$ cat src/rtl/cell_tb_pkg.sv
// Shared FSM encoding and truth-table constants for library-cell sweep sequencers.
// Latency: n/a (declarations only).
// Backpressure: n/a (declarations only).
package cell_tb_pkg;

   // Sweep FSM state encoding
   typedef enum logic [1:0] {
      IDLE   = 2'd0,
      SETTLE = 2'd1,
      SAMPLE = 2'd2,
      DONE   = 2'd3
   } seq_state_t;

   // Truth tables: bit i is the cell output for input vector i (MSB of the vector = first pin)
   localparam logic [15:0] TT_OAI22 = 16'h111F;
   localparam logic [15:0] TT_AOI22 = 16'h0777;
   localparam logic [3:0]  TT_NAND2 = 4'h7;
   localparam logic [3:0]  TT_NOR2  = 4'h1;
   localparam logic [3:0]  TT_AND2  = 4'h8;
   localparam logic [3:0]  TT_OR2   = 4'hE;
   localparam logic [1:0]  TT_INV   = 2'h1;

   // Width of a counter that must hold values 0..n-1 (at least one bit)
   function automatic int cnt_width(input int n);
      return (n > 1) ? $clog2(n) : 1;
   endfunction

endpackage

$ cat src/rtl/cell_vec_checker.sv
// Compares one sampled cell output against its expected bit and keeps a saturating mismatch count.
// Latency: mismatch is combinational; err_count updates on the clock edge ending the sample cycle.
// Backpressure: none; every sample_en cycle is evaluated.
module cell_vec_checker #(
   parameter int N_IN = 4
) (
   input  logic            clk,
   input  logic            rst_n,
   input  logic            clear,
   input  logic            sample_en,
   input  logic            dut_out,
   input  logic            exp_bit,
   output logic            mismatch,
   output logic [N_IN:0]   err_count
);

   // Count saturates at the number of vectors in a sweep
   localparam logic [N_IN:0] ERR_MAX = {1'b1, {N_IN{1'b0}}};

   // Case inequality so an X/Z cell output counts as a mismatch in simulation
   always_comb begin
      mismatch = (dut_out !== exp_bit);
   end

   // Saturating mismatch counter, cleared at the start of each sweep
   always_ff @(posedge clk or negedge rst_n) begin
      if (!rst_n) begin
         err_count <= '0;
      end else if (clear) begin
         err_count <= '0;
      end else if (sample_en && mismatch && (err_count != ERR_MAX)) begin
         err_count <= err_count + 1'b1;
      end
   end

endmodule

$ cat src/rtl/cell_vector_sequencer.sv
// Sweeps all 2^N_IN cell input vectors, holds each SETTLE_CYCLES+1 clocks, checks the output vs EXPECT.
// Latency: full sweep is 2^N_IN*(SETTLE_CYCLES+1) clocks from start accept to done rising.
// Backpressure: start is ignored while a sweep is in progress; no other flow control.
module cell_vector_sequencer
   import cell_tb_pkg::*;
#(
   parameter int                   N_IN          = 4,
   parameter int                   SETTLE_CYCLES = 2,
   parameter logic [2**N_IN-1:0]   EXPECT        = 16'h111F
) (
   input  logic              clk,
   input  logic              rst_n,
   input  logic              start,
   output logic [N_IN-1:0]   vec_out,
   input  logic              dut_out,
   output logic              busy,
   output logic              done,
   output logic              pass,
   output logic [N_IN:0]     err_count,
   output logic              fail_valid,
   output logic [N_IN-1:0]   fail_vec
);

   localparam int                CW          = cnt_width(SETTLE_CYCLES);
   localparam logic [CW-1:0]     SETTLE_LAST = CW'(SETTLE_CYCLES - 1);
   localparam logic [N_IN-1:0]   IDX_LAST    = '1;

   seq_state_t          state;
   seq_state_t          state_nxt;
   logic [N_IN-1:0]     idx;
   logic [CW-1:0]       settle_cnt;
   logic                settle_end;
   logic                last_vec;
   logic                exp_bit;
   logic                mismatch;
   logic                start_ok;
   logic                in_settle;
   logic                do_sample;

   assign settle_end = (settle_cnt == SETTLE_LAST);
   assign last_vec   = (idx == IDX_LAST);
   assign exp_bit    = EXPECT[idx];

   // State register
   always_ff @(posedge clk or negedge rst_n) begin
      if (!rst_n) begin
         state <= IDLE;
      end else begin
         state <= state_nxt;
      end
   end

   // Next-state logic: terminal vector is found by compare, so idx never wraps
   always_comb begin
      state_nxt = state;
      case (state)
         IDLE, DONE: if (start)      state_nxt = SETTLE;
         SETTLE:     if (settle_end) state_nxt = SAMPLE;
         SAMPLE:     state_nxt = last_vec ? DONE : SETTLE;
         default:    state_nxt = IDLE;
      endcase
   end

   // Control strobes decoded from the current state
   always_comb begin
      start_ok  = 1'b0;
      in_settle = 1'b0;
      do_sample = 1'b0;
      case (state)
         IDLE, DONE: start_ok  = start;
         SETTLE:     in_settle = 1'b1;
         SAMPLE:     do_sample = 1'b1;
         default:    ;
      endcase
   end

   // Vector index, settle timer and status flags
   always_ff @(posedge clk or negedge rst_n) begin
      if (!rst_n) begin
         idx        <= '0;
         settle_cnt <= '0;
         busy       <= 1'b0;
         done       <= 1'b0;
      end else if (start_ok) begin
         idx        <= '0;
         settle_cnt <= '0;
         busy       <= 1'b1;
         done       <= 1'b0;
      end else if (in_settle) begin
         settle_cnt <= settle_cnt + 1'b1;
      end else if (do_sample) begin
         settle_cnt <= '0;
         if (last_vec) begin
            busy <= 1'b0;
            done <= 1'b1;
         end else begin
            idx <= idx + 1'b1;
         end
      end
   end

   // Mismatch report: pulse and vector index appear together the cycle after the sample
   always_ff @(posedge clk or negedge rst_n) begin
      if (!rst_n) begin
         fail_valid <= 1'b0;
         fail_vec   <= '0;
      end else begin
         fail_valid <= do_sample && mismatch;
         if (do_sample && mismatch) begin
            fail_vec <= idx;
         end
      end
   end

   cell_vec_checker #(
      .N_IN (N_IN)
   ) u_checker (
      .clk       (clk),
      .rst_n     (rst_n),
      .clear     (start_ok),
      .sample_en (do_sample),
      .dut_out   (dut_out),
      .exp_bit   (exp_bit),
      .mismatch  (mismatch),
      .err_count (err_count)
   );

   assign vec_out = idx;
   assign pass    = done && (err_count == '0);

endmodule
$ cat config.mk
export PLATFORM = sky130hd
export DESIGN_NAME = cell_vector_sequencer
export DESIGN_NICKNAME = d
export VERILOG_FILES = /design/src/rtl/cell_tb_pkg.sv /design/src/rtl/cell_vec_checker.sv /design/src/rtl/cell_vector_sequencer.sv
export SDC_FILE = /design/constraint.sdc
export NUM_CORES = 1
export LEC_CHECK = 0
export ABC_AREA = 0
export BUFFER_PORTS_ARGS = -buffer_cell sky130_fd_sc_hd__buf_2
export CAP_MARGIN = 5
export CORE_UTILIZATION = 47
export CTS_CLUSTER_DIAMETER = 60
export CTS_CLUSTER_SIZE = 10
export DETAILED_ROUTE_END_ITERATION = 12
export GPL_TIMING_DRIVEN = 0
export PLACE_DENSITY = 0.73
export SKIP_LAST_GASP = 1
export SYNTH_ARGS = -nofsm -noshare
export SYNTH_HDL_FRONTEND = slang
export SYNTH_SLANG_ARGS = --single-unit
$ cat constraint.sdc
create_clock -name clk -period 1.5 [get_ports clk]
set_input_delay 0 -clock clk [delete_from_list [all_inputs] [get_ports clk]]
set_output_delay 0 -clock clk [all_outputs]
set_load 0.05 [all_outputs]
==> qor.csv <==
metric;value;unit
Netlist cell types;24;
Worst Path Buf+Inv;2;
top cells by area, synth;dfrtp_1, ha_1, nand3_1;
failing checks;design-rule violations, negative setup slack;
CP Data Arrival Time;1.73;ns
Cell Pwr Density;1431;nW/µm²
vias;889;
H-tree levels;1;
max incr delay on CP;0.39;ns
Tot Pwr;1.895;mW
Routed Antenna Nets;0;
worst hold path class;input port to flip-flop;
grt met1 use;27.21;%
status;finished with violations;
DR WL/cell;12.73;µm
area delta synth->final;36.52;%
residual DRC count;1;
Max Cap Violations;0;
FF-to-FF path depth;6;
Final Hold Viols;0;
CP max FO;7;
hold slack final;0.1036;ns
worst-path cell chain;inv_2 > ha_4 > o21ba_4 > mux2i_4 > inv_2 > a31o_2;
Chip Width;47.42;µm
Post-Syn Nets;116;
Max transition margin;70.59;%
post-synthesis sequential area ratio;49.03;%
Worst Hold Depth;3;
1st-iter DRT viols;17;
CP Class;flip-flop to flip-flop;
Worst setup EP type;flip-flop;
CP most frequent cell;inv_2;
sw power;0.8350;mW
Gate Count Post-Synth;105;
CTS tree;done;
die area;2249;µm²
area of the multi-input gates;529.3;µm²
Synth Flop Type;dfrtp_1;
initial core utilization;49.94;%
Reg area;478.0;µm²
total CTS buffers;3;
max frequency;649.1;MHz
Antenna diodes;0;
Slowest cell on crit path;dfrtp_2;
CP Depth;6;
DP Area;1131;µm²
met3 usage;3.396;%
vias in the first global route;763;
Post-synth EDFFs;0;
R2R Path Start;vec_out[0];
Setup WS post-layout;-0.04069;ns
CP Launch Type;flip-flop;
Top delay family on crit path;compound AO/OA/AOI/OAI gates;
Critical Path End;u_checker.err_count[2];
first-pass GRT wire length;3.229;mm
r2r endpoint;u_checker.err_count[2];
Leakage;0.6482;nW
Max VDD drop;0.0009319;V
gr usage total;20.33;%
min cycle time layout;1.541;ns
antenna violations before repair;0;
gr busiest metal;met2;
number of I/O pins;21;
clock power share;13.7;%
FFs w/ async S/R, synth;100.0;%
Synth top area share;49.03;%
Core Area;1942;µm²
post-layout net count;155;
CTS Buffer Depth;2;
Final Cycle Share;102.7;%
pin count of the biggest net entering global routing;20;
#FFs+latches synth;19;
Synth Warn #;0;
sw frac;44.07;%
Worst-Skew Late Latency;0.29;ns
number of fill cells in the layout;175;
vias per cell;5.229;
share of layout cells above drive strength 1;42.66;%
Yosys top cell by area;dfrtp_1;
measured slew at the worst slew-check pin;0.4412;ns
Final GP Congestion;0.7263;
port bufs;20;
Post-Syn Area per Cell;9.235;µm²
internal power component;1.060;mW
most frequent cell after synthesis;dfrtp_1;
R2R setup slack;-0.04;ns
overall die height;47.42;µm
fin. max-slew vios;0;
met2 Resource Use GR;34.25;%
DRT Pass-1 Iters;8;
root buffer cell;clkbuf_4;
Worst EP required;1.69;ns
Worst Skew;0.002153;ns
clk slew on worst S/H paths;0.11;ns
Detailed Place HPWL;1.429;mm
design area;1324;µm²
Post-Syn Area;969.7;µm²
setup TNS;-0.1181;ns
top cells by count, synth;dfrtp_1, nand2_1, nand3_1, inv_1, nor2_1;
setup violators final;5;
# rows;16;
crit path from;vec_out[0];
combinational power share;50.1;%
RSZ-0062 raised after global routing;yes;
grt ovf;0;
WL final;2.164;mm
Sequential Power Share;36.2;%
clock sink count;19;
-- worst min path at each step --
stage / from / to
floorplan: rst_n / busy
global placement: rst_n / vec_out[2]
detailed placement: rst_n / vec_out[3]
CTS: start / state[0]
global route: start / state[0]
finish: start / state[0]
-- layer usage --
layer / part of all wire [%] / wire (µm)
met5: 0 / 0
met4: 0.42 / 9
met3: 2.5 / 54
met2: 54 / 1159
met1: 43 / 940
-- worst reg2reg max path, delay by kind of cell, from the launching register on --
kind / cells / cell delay (ns)
compound gates: 2 / 0.45
flops: 1 / 0.39
buf+inv: 2 / 0.17
mux: 1 / 0.30
fa+ha+maj: 1 / 0.14
-- power by group through the flow --
stage	Sequential, mW	Clock, mW	Combinational (mW)
finish	0.685	0.260	0.950
global route	0.705	0.296	1.03
global placement	0.700	0	0.738
detailed placement	0.710	0	0.755
CTS	0.684	0.269	0.884
floorplan	0.955	0	0.329
-- flip-flops by register name, indices dropped and copies added, names as in the netlist --
signal	flops
fail_valid	1
done	1
u_checker.err_count	5
vec_out	4
busy	1
settle_cnt	1
fail_vec	4
state	2
-- logic make-up (layout without fill, tap and decap cells) --
family	Yosys count	after routing	synth area share, %
xor+xnor	2	2	1.807
fa+ha+maj	7	7	9.032
compound gates	22	22	12.77
simple gates	44	44	22.07
mux	1	1	1.032
buf+inv	10	48	4.258
flops	19	19	49.03
-- placed cells by master, fill, tap and decap left out, types with 2 or more instances in the layout --
master and n:
buf_2 20, dfrtp_1 17, nand2_1 13, buf_4 13, nand3_1 10, nor2_1 7
o21ai_0 7, inv_1 5, a21oi_1 5, o21ai_2 4, ha_1 4, clkbuf_4 4
inv_2 3, and2_4 2, nand2b_1 2, o31ai_1 2, xor2_1 2, or3_1 2
a21oi_2 2, ha_2 2, dfrtp_2 2
-- per-stage QoR --
stage / util [%] / worst slack, ns / cells
after detailed placement: 58.25 / -0.1207 / 152
after floorplan: - / -0.1702 / 105
after global placement: 58.25 / -0.07323 / 152
after global routing: 68.17 / -0.1009 / 170
final: 68.17 / -0.04069 / 170
after CTS: 65.01 / -0.02568 / 168
-- layout make-up --
cell class,count,share of cell area (%)
multi-input cells,76,39.98
flip-flops and latches,19,36.11
repair buffers,35,16.26
well taps,27,2.552
inverters,8,2.268
clock buffers,4,1.985
plain buffers,1,0.8507
-- repair_timing --
action	CTS	global route
pin swaps	7	2
setup buffers	11	2
gates resized for setup	4	12
setup endpoints to repair	8	18
hold buffers	1	0
cloned	1	0
endpoints found under the hold margin	19	0
No activity file was read; power rests on OpenSTA's default activity.
